**src/rtl/eth_phy_10g_link_ctrl.sv**
```systemverilog
// 10G PHY receive link bring-up/supervision FSM with error accumulator.
// Optional PRBS31 test-mode state is compiled in when ETH_PHY_LINK_PRBS_EN is defined.
module eth_phy_10g_link_ctrl #(
  parameter int unsigned RST_CYCLES     = 16,
  parameter int unsigned LOCK_TIMEOUT   = 4096,
  parameter int unsigned HOLDOFF_CYCLES = 64
) (
  input  logic        rx_clk,
  input  logic        rx_rst,
  input  logic        phy_rx_block_lock,
  input  logic        phy_rx_high_ber,
  input  logic        phy_rx_status,
  input  logic [6:0]  phy_rx_error_count,
  input  logic        phy_serdes_rx_reset_req,
  input  logic        prbs_req,
  input  logic        err_clear,
  output logic        serdes_rst_out,
  output logic        link_up,
  output logic [2:0]  link_state,
  output logic [7:0]  retry_count,
  output logic [15:0] err_accum,
  output logic        cfg_tx_prbs31_enable,
  output logic        cfg_rx_prbs31_enable,
  output logic        prbs_active
);

  typedef enum logic [2:0] {
    StSerdesRst  = 3'd0,
    StWaitLock   = 3'd1,
    StWaitStatus = 3'd2,
    StLinkUp     = 3'd3,
    StHoldoff    = 3'd4,
    StPrbs       = 3'd5
  } state_e;

  localparam logic [15:0] RstLast  = 16'(RST_CYCLES - 1);
  localparam logic [15:0] LockLast = 16'(LOCK_TIMEOUT - 1);
  localparam logic [15:0] HoldLast = 16'(HOLDOFF_CYCLES - 1);

  state_e      state_q, state_d;
  logic [15:0] timer_q, timer_d;
  logic [7:0]  retry_q, retry_d;
  logic [15:0] err_q, err_d;
  logic        keep_timer;
  logic        retry_inc;
  logic        accum_en;
  logic [16:0] err_sum;

  always_comb begin
    state_d    = state_q;
    keep_timer = 1'b0;
    retry_inc  = 1'b0;
    case (state_q)
      StSerdesRst: begin
        if (timer_q == RstLast) state_d = StWaitLock;
      end
      StWaitLock: begin
        if (phy_rx_block_lock) begin
          // Timeout budget is shared across both wait states.
          state_d    = StWaitStatus;
          keep_timer = 1'b1;
        end else if (timer_q >= LockLast) begin
          state_d   = StSerdesRst;
          retry_inc = 1'b1;
        end
      end
      StWaitStatus: begin
        if (!phy_rx_block_lock) begin
          state_d = StWaitLock;
        end else if (phy_rx_status) begin
          state_d = StLinkUp;
        end else if (timer_q >= LockLast) begin
          state_d   = StSerdesRst;
          retry_inc = 1'b1;
        end
      end
      StLinkUp: begin
        if (!phy_rx_block_lock || phy_rx_high_ber || phy_serdes_rx_reset_req) begin
          state_d = StHoldoff;
`ifdef ETH_PHY_LINK_PRBS_EN
        end else if (prbs_req) begin
          state_d = StPrbs;
`endif
        end
      end
      StHoldoff: begin
        if (timer_q == HoldLast) state_d = StSerdesRst;
      end
`ifdef ETH_PHY_LINK_PRBS_EN
      StPrbs: begin
        if (!prbs_req) state_d = StSerdesRst;
      end
`endif
      default: state_d = StSerdesRst;
    endcase

    timer_d = (state_d != state_q && !keep_timer) ? 16'd0 : timer_q + 16'd1;

    retry_d = retry_q;
    if (err_clear) begin
      retry_d = 8'd0;
    end else if (retry_inc && retry_q != 8'hFF) begin
      retry_d = retry_q + 8'd1;
    end

`ifdef ETH_PHY_LINK_PRBS_EN
    accum_en = (state_q == StLinkUp) || (state_q == StPrbs);
`else
    accum_en = (state_q == StLinkUp);
`endif
    err_sum = {1'b0, err_q} + {10'd0, phy_rx_error_count};
    err_d   = err_q;
    if (err_clear) begin
      err_d = 16'd0;
    end else if (accum_en) begin
      err_d = err_sum[16] ? 16'hFFFF : err_sum[15:0];
    end
  end

  always_ff @(posedge rx_clk) begin
    if (rx_rst) begin
      state_q <= StSerdesRst;
      timer_q <= 16'd0;
      retry_q <= 8'd0;
      err_q   <= 16'd0;
    end else begin
      state_q <= state_d;
      timer_q <= timer_d;
      retry_q <= retry_d;
      err_q   <= err_d;
    end
  end

  always_comb begin
    serdes_rst_out = (state_q == StSerdesRst);
    link_up        = (state_q == StLinkUp);
    link_state     = state_q;
    retry_count    = retry_q;
    err_accum      = err_q;
`ifdef ETH_PHY_LINK_PRBS_EN
    prbs_active    = (state_q == StPrbs);
`else
    prbs_active    = 1'b0;
`endif
    cfg_tx_prbs31_enable = prbs_active;
    cfg_rx_prbs31_enable = prbs_active;
  end

endmodule

```
**config.mk**
```make
export PLATFORM = sky130hd
export DESIGN_NAME = eth_phy_10g_link_ctrl
export DESIGN_NICKNAME = d
export VERILOG_FILES = /design/src/rtl/eth_phy_10g_link_ctrl.sv
export SDC_FILE = /design/constraint.sdc
export NUM_CORES = 1
export LEC_CHECK = 0
export ABC_AREA = 0
export ABC_CLOCK_PERIOD_IN_PS = 2120
export CORE_MARGIN = 2
export CORE_UTILIZATION = 46
export CTS_CLUSTER_DIAMETER = 40
export DETAILED_ROUTE_END_ITERATION = 7
export HOLD_SLACK_MARGIN = 0.15
export PLACE_DENSITY = 0.75
export REMOVE_ABC_BUFFERS = 1
export SYNTH_ARGS = -nofsm -noshare
export SYNTH_HDL_FRONTEND = slang
export SYNTH_SLANG_ARGS = --single-unit
```
**constraint.sdc**
```tcl
create_clock -name rx_clk -period 2.12 [get_ports rx_clk]
set_clock_uncertainty 0.15 [all_clocks]
set_input_delay 0.212 -clock rx_clk [delete_from_list [all_inputs] [get_ports rx_clk]]
set_output_delay 0.212 -clock rx_clk [all_outputs]
set_load 0.02 [all_outputs]
```
# Word level (Yosys, flattened, before mapping)
# Cells that the tools add are included.
[op_classes] addsub=3 multipliers=0 div_mod_pow=0 order_cmp=1 n_eq_ne=8 shift=0 muxes=16 bitwise_logic=0 reduce_logical=9
[op_table] op="3-bit two-way mux" n=7
[op_table] op="16-bit by 7-bit adder with 17-bit output" n=1
[op_table] op="16-bit by 1-bit adder with 16-bit output, second input constant" n=1
[op_table] op="16-bit by 4-bit == test with 1-bit output, second input constant" n=1
[op_table] op="16-bit by 6-bit == test with 1-bit output, second input constant" n=1
[op_table] op="16-bit by 12-bit greater-or-equal comparator with 1-bit output, second input constant" n=1
[op_table] op="16-bit two-way mux" n=1
[op_table] op="3-bit case mux with 5 select lines" n=1
[op_table] op="8-bit by 1-bit adder with 8-bit output, second input constant" n=1
[op_table] op="8-bit inequality test, second input constant" n=1
[op_table] op="3-bit by 2-bit == test with 1-bit output, second input constant" n=2
[op_table] op="1-bit two-way mux" n=6
[op_table] op="2-bit OR reduction" n=2
[op_table] op="3-bit by 1-bit == test with 1-bit output, second input constant" n=1
[op_table] op="3-bit == test, second input constant" n=1
[op_table] op="3-bit zero test" n=1
[op_table] op="3-bit inequality test" n=1
[op_table] op="1-bit logical AND" n=2
[op_table] op="1-bit zero test" n=2
[op_table] op="1-bit logical OR" n=2
[op_table] op="1-bit case mux with 2 select lines" n=1
[totals] ff_bits=43 latchBits=0 ramBits=0 rom_bits=0 in_bits=15 output_inout_bits=32 elab_cells=41 mem_count=0

# Depth between registers and ports, before layout
# Gate-level depths: netlist of run 1.
[depth] depth_word=8 depth_mapped=9 ltp_nobuf=9

# Least setup slack after synthesis of run 1
# OpenSTA, ideal clock, no wires.
[synth_path] path_kind="reg-to-reg" from="register err_q[0] (netlist: err_accum[0])" to="register err_q[11] (netlist: err_accum[11])" setup_time_ns=0.091 arrival_time_ns=2.234 required_time_ns=1.879 setup_slack_ns=-0.355 path_stages_with_launch=10 path_buffers=0 period_less_slack_ns=2.475 path_cell_list="dfxtp_1 ha_1 inv_1 fa_1 nor2b_1 o31a_1 o221ai_2 or2_1 and2_1 a311oi_1"
[synth_between] elab_chain_len=2
[synth_rtl] element="from (decl)" line_no="43" text="logic [15:0] err_q, err_d;"
[synth_rtl] element="from (signal assigned)" line_no="130" text="err_q <= err_d;"
[synth_rtl] element="16-bit by 7-bit adder with 17-bit output" line_no="111" text="err_sum = {1'b0, err_q} + {10'd0, phy_rx_error_count};"
[synth_rtl] element="16-bit two-way mux" line_no="116" text="err_d = err_sum[16] ? 16'hFFFF : err_sum[15:0];"
# No other way between the ends.
# A chain may end at the register's enable or synchronous reset.

# Final worst setup path of run 1
[layout_path] from="register err_q[0] (netlist: err_accum[0])" to="register err_q[5] (netlist: err_accum[5])"
# Same word-level chain as after synthesis.

==> results_dict.tcl, run 1 <==
set metrics [dict create \
    holdPathEnd "err_accum[0]$_SDFFE_PP0P_" \
    grt_start_max_net_pins 16 \
    dieWidth_um 75.6 \
    cp_data_required_time_ns 2.16 \
    drive_gt1_frac 0.361 \
    crit_fanout 7 \
    layout.nets 409 \
    area_growth_pct 59.1 \
    port-buffer-count 42 \
    clk_path_buf_depth 2 \
    vias_per_cell 5.39 \
    violations "negative setup slack" \
    wl_met2_mm 3.56 \
    reg2reg_slack_ns -0.17 \
    crit_path_top_delay_cell "or3_4" \
    synthArstFlopShare 0 \
    critPathCaptureType "register" \
    fin_crit_ns 2.29 \
    core-area_um2 5040 \
    clock_latency_ns 0.30 \
    ctsRootBufferMaster "clkbuf_8" \
    dp_hpwl_mm 4.69 \
    holdWs_ns 0.343 \
    fin_ws_ns -0.173 \
    synth_cell_types 55 \
    hold_viol 0 \
    cts.sinks 43 \
    drtPass1Iterations 4 \
    grt.total_usage 0.239 \
    hold_path_depth 3 \
    finalInstanceArea_um2 3750 \
    initial_core_util 0.468 \
    totalWireLength_mm 6.79 \
    ys_seq_area_frac 0.365 \
    final_antenna_net_count 0 \
    grt_overflow 0 \
    avgSynthCellArea_um2 8.68 \
    synth_warnings 0 \
    critPathKind "register to register" \
    met3_length_um 304 \
    synth_flop_cell "dfxtp_1" \
    maxSlewHeadroom 0.591 \
    power.density_nw_per_um2 426 \
    reg2reg_to "err_accum[5]$_SDFFE_PP0P_" \
    route.detailed.drc 0 \
    path_clk_slew_ns 0.08 \
    first_global_vias 2344 \
    min_path_type "primary input to register" \
    placed_cells 440 \
    cp.arrival_ns 2.34 \
    stdcell_count 455 \
    p_leak_nw 1.51 \
    worstReg2RegStart "err_accum[0]$_SDFFE_PP0P_" \
    fmax_mhz 436 \
    cap_violations 0 \
    final-setup-viol-count 36 \
    start_kind "register" \
    path_cells "ha_4, inv_2, fa_2, nor2b_2, o31a_1, or3_4, a21oi_4, o21ai_4, o221a_2" \
    grt_pass1_wl_mm 10.4 \
    wire_per_inst_um 14.9 \
    die_y_um 75.6 \
    cts_tree "yes" \
    crit_buf_inv 1 \
    ioPinCount 47 \
    synthCells 272 \
    slowest_delay_ns 0.44 \
    hold_path.startpoint "phy_rx_error_count[0]" \
    rows 26 \
    highest_layer "met4" \
    antenna-diode-count 0 \
    gp_congestion 0.966 \
    via_count 2452 \
    cts_max_level 2 \
    drv_slew 0 \
    fin_crit_sh 1.08 \
    ys_ff_latch 43 \
    syn_area_um2 2360 \
    cts_inserted_buffers 5 \
    synth_edf_count 0 \
    antenna_found_initial 0 \
    dieArea_um2 5720 \
    drt_iter0_drc 114 \
    reg2reg_depth 9 \
    postPlaceCellArea_um2 3290 \
    ir_worst_vdd_uv 349 \
    cp_top_family "compound AO/OA/AOI/OAI gates" \
    rsz0062_at_grt "true" \
    tightestPinTransition_ns 0.611 \
    status "finished with violations" \
    met1_length_mm 2.81 \
]
## worst min-delay path, delay by kind of cell
| kind | cells | cell delay (ns) |
|---|---|---|
| buffers and inverters | 1 | 0.25 |
| AOI/OAI and AO/OA | 1 | 0.16 |
| adders and majority gates | 1 | 0.14 |
## layout make-up
cell class	count	area, um^2
Multi-Input combinational cell	211	1670
Fill cell	329	1290
Timing Repair Buffer	113	982
Sequential cell	43	868
Tap cell	70	87.6
Clock buffer	5	68.8
Clock inverter	3	43.8
Inverter	10	37.5
## kinds of logic after synthesis
family                   count (synthesis)  synth area share
multiplexers                             2           0.00848
AND/OR/NAND/NOR                        121             0.266
flip-flops                              43             0.365
XOR/XNOR                                24            0.0891
buffers and inverters                   20            0.0424
AO/OA/AOI/OAI                           51             0.171
adder cells (fa/ha/maj)                 10            0.0562
other                                    1           0.00159
## how the worst max path moves through the flow
| stage | start | endpoint | slack [ns] | depth (start not counted) |
|---|---|---|---|---|
| 2_1_floorplan | err_accum[0]$_SDFFE_PP0P_ | err_accum[11]$_SDFFE_PP0P_ | -0.38 | 9 |
| 3_3_place_gp | phy_rx_error_count[0] | err_accum[0]$_SDFFE_PP0P_ | -0.55 | 10 |
| 3_5_place_dp | phy_rx_error_count[0] | err_accum[11]$_SDFFE_PP0P_ | -0.67 | 10 |
| 4_1_cts | err_accum[0]$_SDFFE_PP0P_ | err_accum[1]$_SDFFE_PP0P_ | -0.17 | 9 |
| 5_1_grt | err_accum[0]$_SDFFE_PP0P_ | err_accum[11]$_SDFFE_PP0P_ | -0.26 | 9 |
| 6_report | err_accum[0]$_SDFFE_PP0P_ | err_accum[5]$_SDFFE_PP0P_ | -0.17 | 9 |
## layer usage
layer	up-vias	global-route usage
li1	1198	-
met4	0	0.0916
met2	73	0.420
met3	10	0.0410
met1	1171	0.290
met5	-	0
## cell usage after synthesis, types with 4 or more instances
cell type  instances  area share
o221a_2            7       0.033
nor3_1             8       0.017
nand2_1           13       0.021
o21a_1             4       0.013
inv_1             10       0.016
ha_1               9       0.048
nand4_1            8       0.021
buf_4              4       0.013
a211oi_1           4       0.013
o21ai_0            4      0.0085
nor2_1            49       0.078
dfxtp_1           43        0.36
and3_1             5       0.013
a21oi_1           11       0.023
xor2_1            13       0.048
nor2b_1            4       0.011
and2_1             4       0.011
nand3_1           10       0.021
xnor2_1           11       0.041
## flip-flops by register name, summed over array words and instances (netlist names)
register	flops
retry_count	8
err_accum	16
link_state	3
timer_q	16
## through the flow
stage          power, W  TNS (ns)  setup slack (ns)   util
2_1_floorplan  0.000880     -5.96            -0.377      -
3_3_place_gp   0.000941    -11.59            -0.547  0.653
3_5_place_dp   0.000943    -14.32            -0.673  0.653
4_1_cts         0.00160     -3.47            -0.175  0.725
5_1_grt         0.00166     -5.76            -0.258  0.745
6_report        0.00160     -3.40            -0.173  0.745
## power by group
group / internal, W / switching, W
clock network: 0.000351 / 0.000297
registers: 0.000813 / 0.00000534
logic: 0.0000705 / 0.0000648
## placed cells by master, fill, tap and decap left out, types with 3 or more instances in the layout
master            n
dfxtp_1          37
nor2_4            7
and3_1            5
o221a_2           7
a211oi_1          3
xor2_1           11
and2_1            3
nor2_2            8
clkdlybuf4s50_1  40
nor3_1            5
o21a_1            4
inv_1             9
clkbuf_8          5
nand2_1          11
a21oi_1          10
nor2b_1           3
ha_1              7
nand3_1           9
conb_1            3
buf_6             3
and4_1            3
buf_4            66
xnor2_1          10
o21ai_0           4
nand4_1           8
nor2_1           34
dfxtp_2           6
## repair_timing
item / 4_1_cts / 5_1_grt
cloned: 1 / 0
setup endpoints to repair: 41 / 41
resized for setup: 46 / 28
hold buffers: 0 / 0
buffers inserted: 4 / 5
pin swaps: 25 / 24
Power figures use the tool's default switching activity.
==> inputs of run 2 (changes only) <==
--- a/config.mk
+++ b/config.mk
@@ -6,13 +6,12 @@
 export NUM_CORES = 1
 export LEC_CHECK = 0
 export ABC_AREA = 0
-export ABC_CLOCK_PERIOD_IN_PS = 2120
+export ABC_CLOCK_PERIOD_IN_PS = 2800
 export CORE_MARGIN = 2
-export CORE_UTILIZATION = 46
+export CORE_UTILIZATION = 25
 export CTS_CLUSTER_DIAMETER = 40
 export DETAILED_ROUTE_END_ITERATION = 7
 export HOLD_SLACK_MARGIN = 0.15
-export PLACE_DENSITY = 0.75
 export REMOVE_ABC_BUFFERS = 1
 export SYNTH_ARGS = -nofsm -noshare
 export SYNTH_HDL_FRONTEND = slang
==> constraint.sdc (replaced) <==
create_clock -name rx_clk -period 2.8 [get_ports rx_clk]
set_clock_uncertainty 0.15 [all_clocks]
set_input_delay 0.28 -clock rx_clk [delete_from_list [all_inputs] [get_ports rx_clk]]
set_output_delay 0.28 -clock rx_clk [all_outputs]
set_load 0.02 [all_outputs]
==> run 2 against run 1 <==
  * The run now ends clean
  * Total power down 26%
  * Cell area is 19% lower
  * Global-route usage fell by 13 points
  * Hold slack lost 0.019 ns
  * Register-to-register slack better by 0.43 ns
  * Critical endpoint is now err_accum[1]$_SDFFE_PP0P_
==> results_dict.tcl, run 2 (synthesis gave the netlist of run 1 again) <==
set metrics [dict create \
    dieArea_um2 10200 \
    core-area_um2 9200 \
    rsz0062_at_grt "false" \
    cap_violations 0 \
    cp_data_required_time_ns 2.89 \
    dieWidth_um 101 \
    status "complete, no violations" \
    p_leak_nw 1.11 \
    placed_cells 427 \
    clk_path_buf_depth 2 \
    first_global_vias 1958 \
    maxSlewHeadroom 0.562 \
    rows 35 \
    fin_ws_ns 0.185 \
    slowest_delay_ns 0.46 \
    ctsResizeCount 0 \
    vias_per_cell 4.72 \
    cts_tree "yes" \
    tightestPinTransition_ns 0.654 \
    ioPinCount 47 \
    path_cells "clkdlybuf4s50_1, ha_1, inv_1, fa_1, nor2b_1, o31a_1, or3_1, a21oi_1, o21ai_1, o221a_2" \
    drive_gt1_frac 0.105 \
    hold_viol 0 \
    clock_latency_ns 0.30 \
    cts_max_level 2 \
    hold_buffers 0 \
    ctsRootBufferMaster "clkbuf_8" \
    final_util 0.332 \
    grt_overflow 0 \
    post_cts_buffers 0 \
    dp_hpwl_mm 3.98 \
    drv_slew 0 \
    final_common_cell "nor2_1" \
    route.detailed.drc 0 \
    initial_core_util 0.257 \
    ir_worst_vdd_uv 301 \
    drtPass1Iterations 4 \
    critPathKind "primary input to register" \
    power.density_nw_per_um2 390 \
    grt_start_max_net_pins 17 \
    final_antenna_net_count 0 \
    totalWireLength_mm 5.31 \
    die_y_um 101 \
    path_clk_slew_ns 0.10 \
    cp.arrival_ns 2.70 \
    antenna-diode-count 0 \
    cts_inserted_buffers 5 \
    drt_iter0_drc 94 \
    cts.sinks 43 \
    place_worst_setup_slack_ns -0.136 \
    final-setup-viol-count 0 \
    wire_per_inst_um 12.2 \
    via_count 2053 \
    fin_crit_ns 2.61 \
    setup_tns_ns 0 \
    nFillCells 983 \
    grt.total_usage 0.108 \
    antenna_found_initial 0 \
    stdcell_count 435 \
    crit_fanout 7 \
    gp_congestion 0.833 \
    finalInstanceArea_um2 3060 \
    postPlaceCellArea_um2 2940 \
    fmax_mhz 382 \
    fin_crit_sh 0.934 \
    area_growth_pct 29.5 \
    layout_common_cells "nor2_1, dfxtp_1, clkdlybuf4s50_1, nand2_1, xor2_1" \
    critPathCaptureType "register" \
    port-buffer-count 42 \
    crit_path_top_delay_cell "clkdlybuf4s50_1" \
    layout.nets 348 \
    grt_pass1_wl_mm 9.06 \
    min_path_type "register to register" \
    start_kind "primary input" \
]
-- run 2: report_power, final --
part / internal [W] / total (W) / switching, W
registers: 0.000615 / 0.000618 / 0.00000354
clock network: 0.000271 / 0.000507 / 0.000236
logic: 0.0000317 / 0.0000655 / 0.0000338
-- run 2: final cells by class --
| cell class | instances | area, um^2 | area share |
|---|---|---|---|
| multi-input cells | 211 | 1410 | 0.460 |
| clock buffers | 5 | 68.8 | 0.0225 |
| well taps | 111 | 139 | 0.0455 |
| clock inverters | 3 | 47.5 | 0.0156 |
| repair buffers | 52 | 495 | 0.162 |
| flip-flops and latches | 43 | 861 | 0.282 |
| inverters | 10 | 37.5 | 0.0123 |
-- run 2: per-stage QoR --
step,hold WS (ns),power [W]
floorplan,0.199,0.000666
global placement,0.296,0.000698
detailed placement,0.305,0.000698
CTS,0.330,0.00121
global route,0.403,0.00124
finish,0.324,0.00119
-- run 2: final timing paths --
check / from / end / slack, ns / depth (start not counted)
max: phy_rx_error_count[0] / err_accum[1]$_SDFFE_PP0P_ / 0.19 / 10
max reg2reg: err_accum[0]$_SDFFE_PP0P_ / err_accum[1]$_SDFFE_PP0P_ / 0.26 / 9
min reg2reg: timer_q[0]$_SDFF_PP0_ / timer_q[0]$_SDFF_PP0_ / 0.32 / 1
min: timer_q[0]$_SDFF_PP0_ / timer_q[0]$_SDFF_PP0_ / 0.32 / 1
-- run 2: critical path: cells and delay by family --
kind / cells / cell delay, ns
AO/OA/AOI/OAI: 4 / 1.04
adder cells (fa/ha/maj): 2 / 0.55
buffers and inverters: 2 / 0.51
AND/OR/NAND/NOR: 2 / 0.32
-- run 2: metal layers --
| layer | GRT usage | routed length [um] |
|---|---|---|
| met1 | 0.147 | 2700 |
| met2 | 0.172 | 2400 |
| met3 | 0.0228 | 171 |
| met4 | 0.0312 | 39 |
| met5 | 0 | 0 |
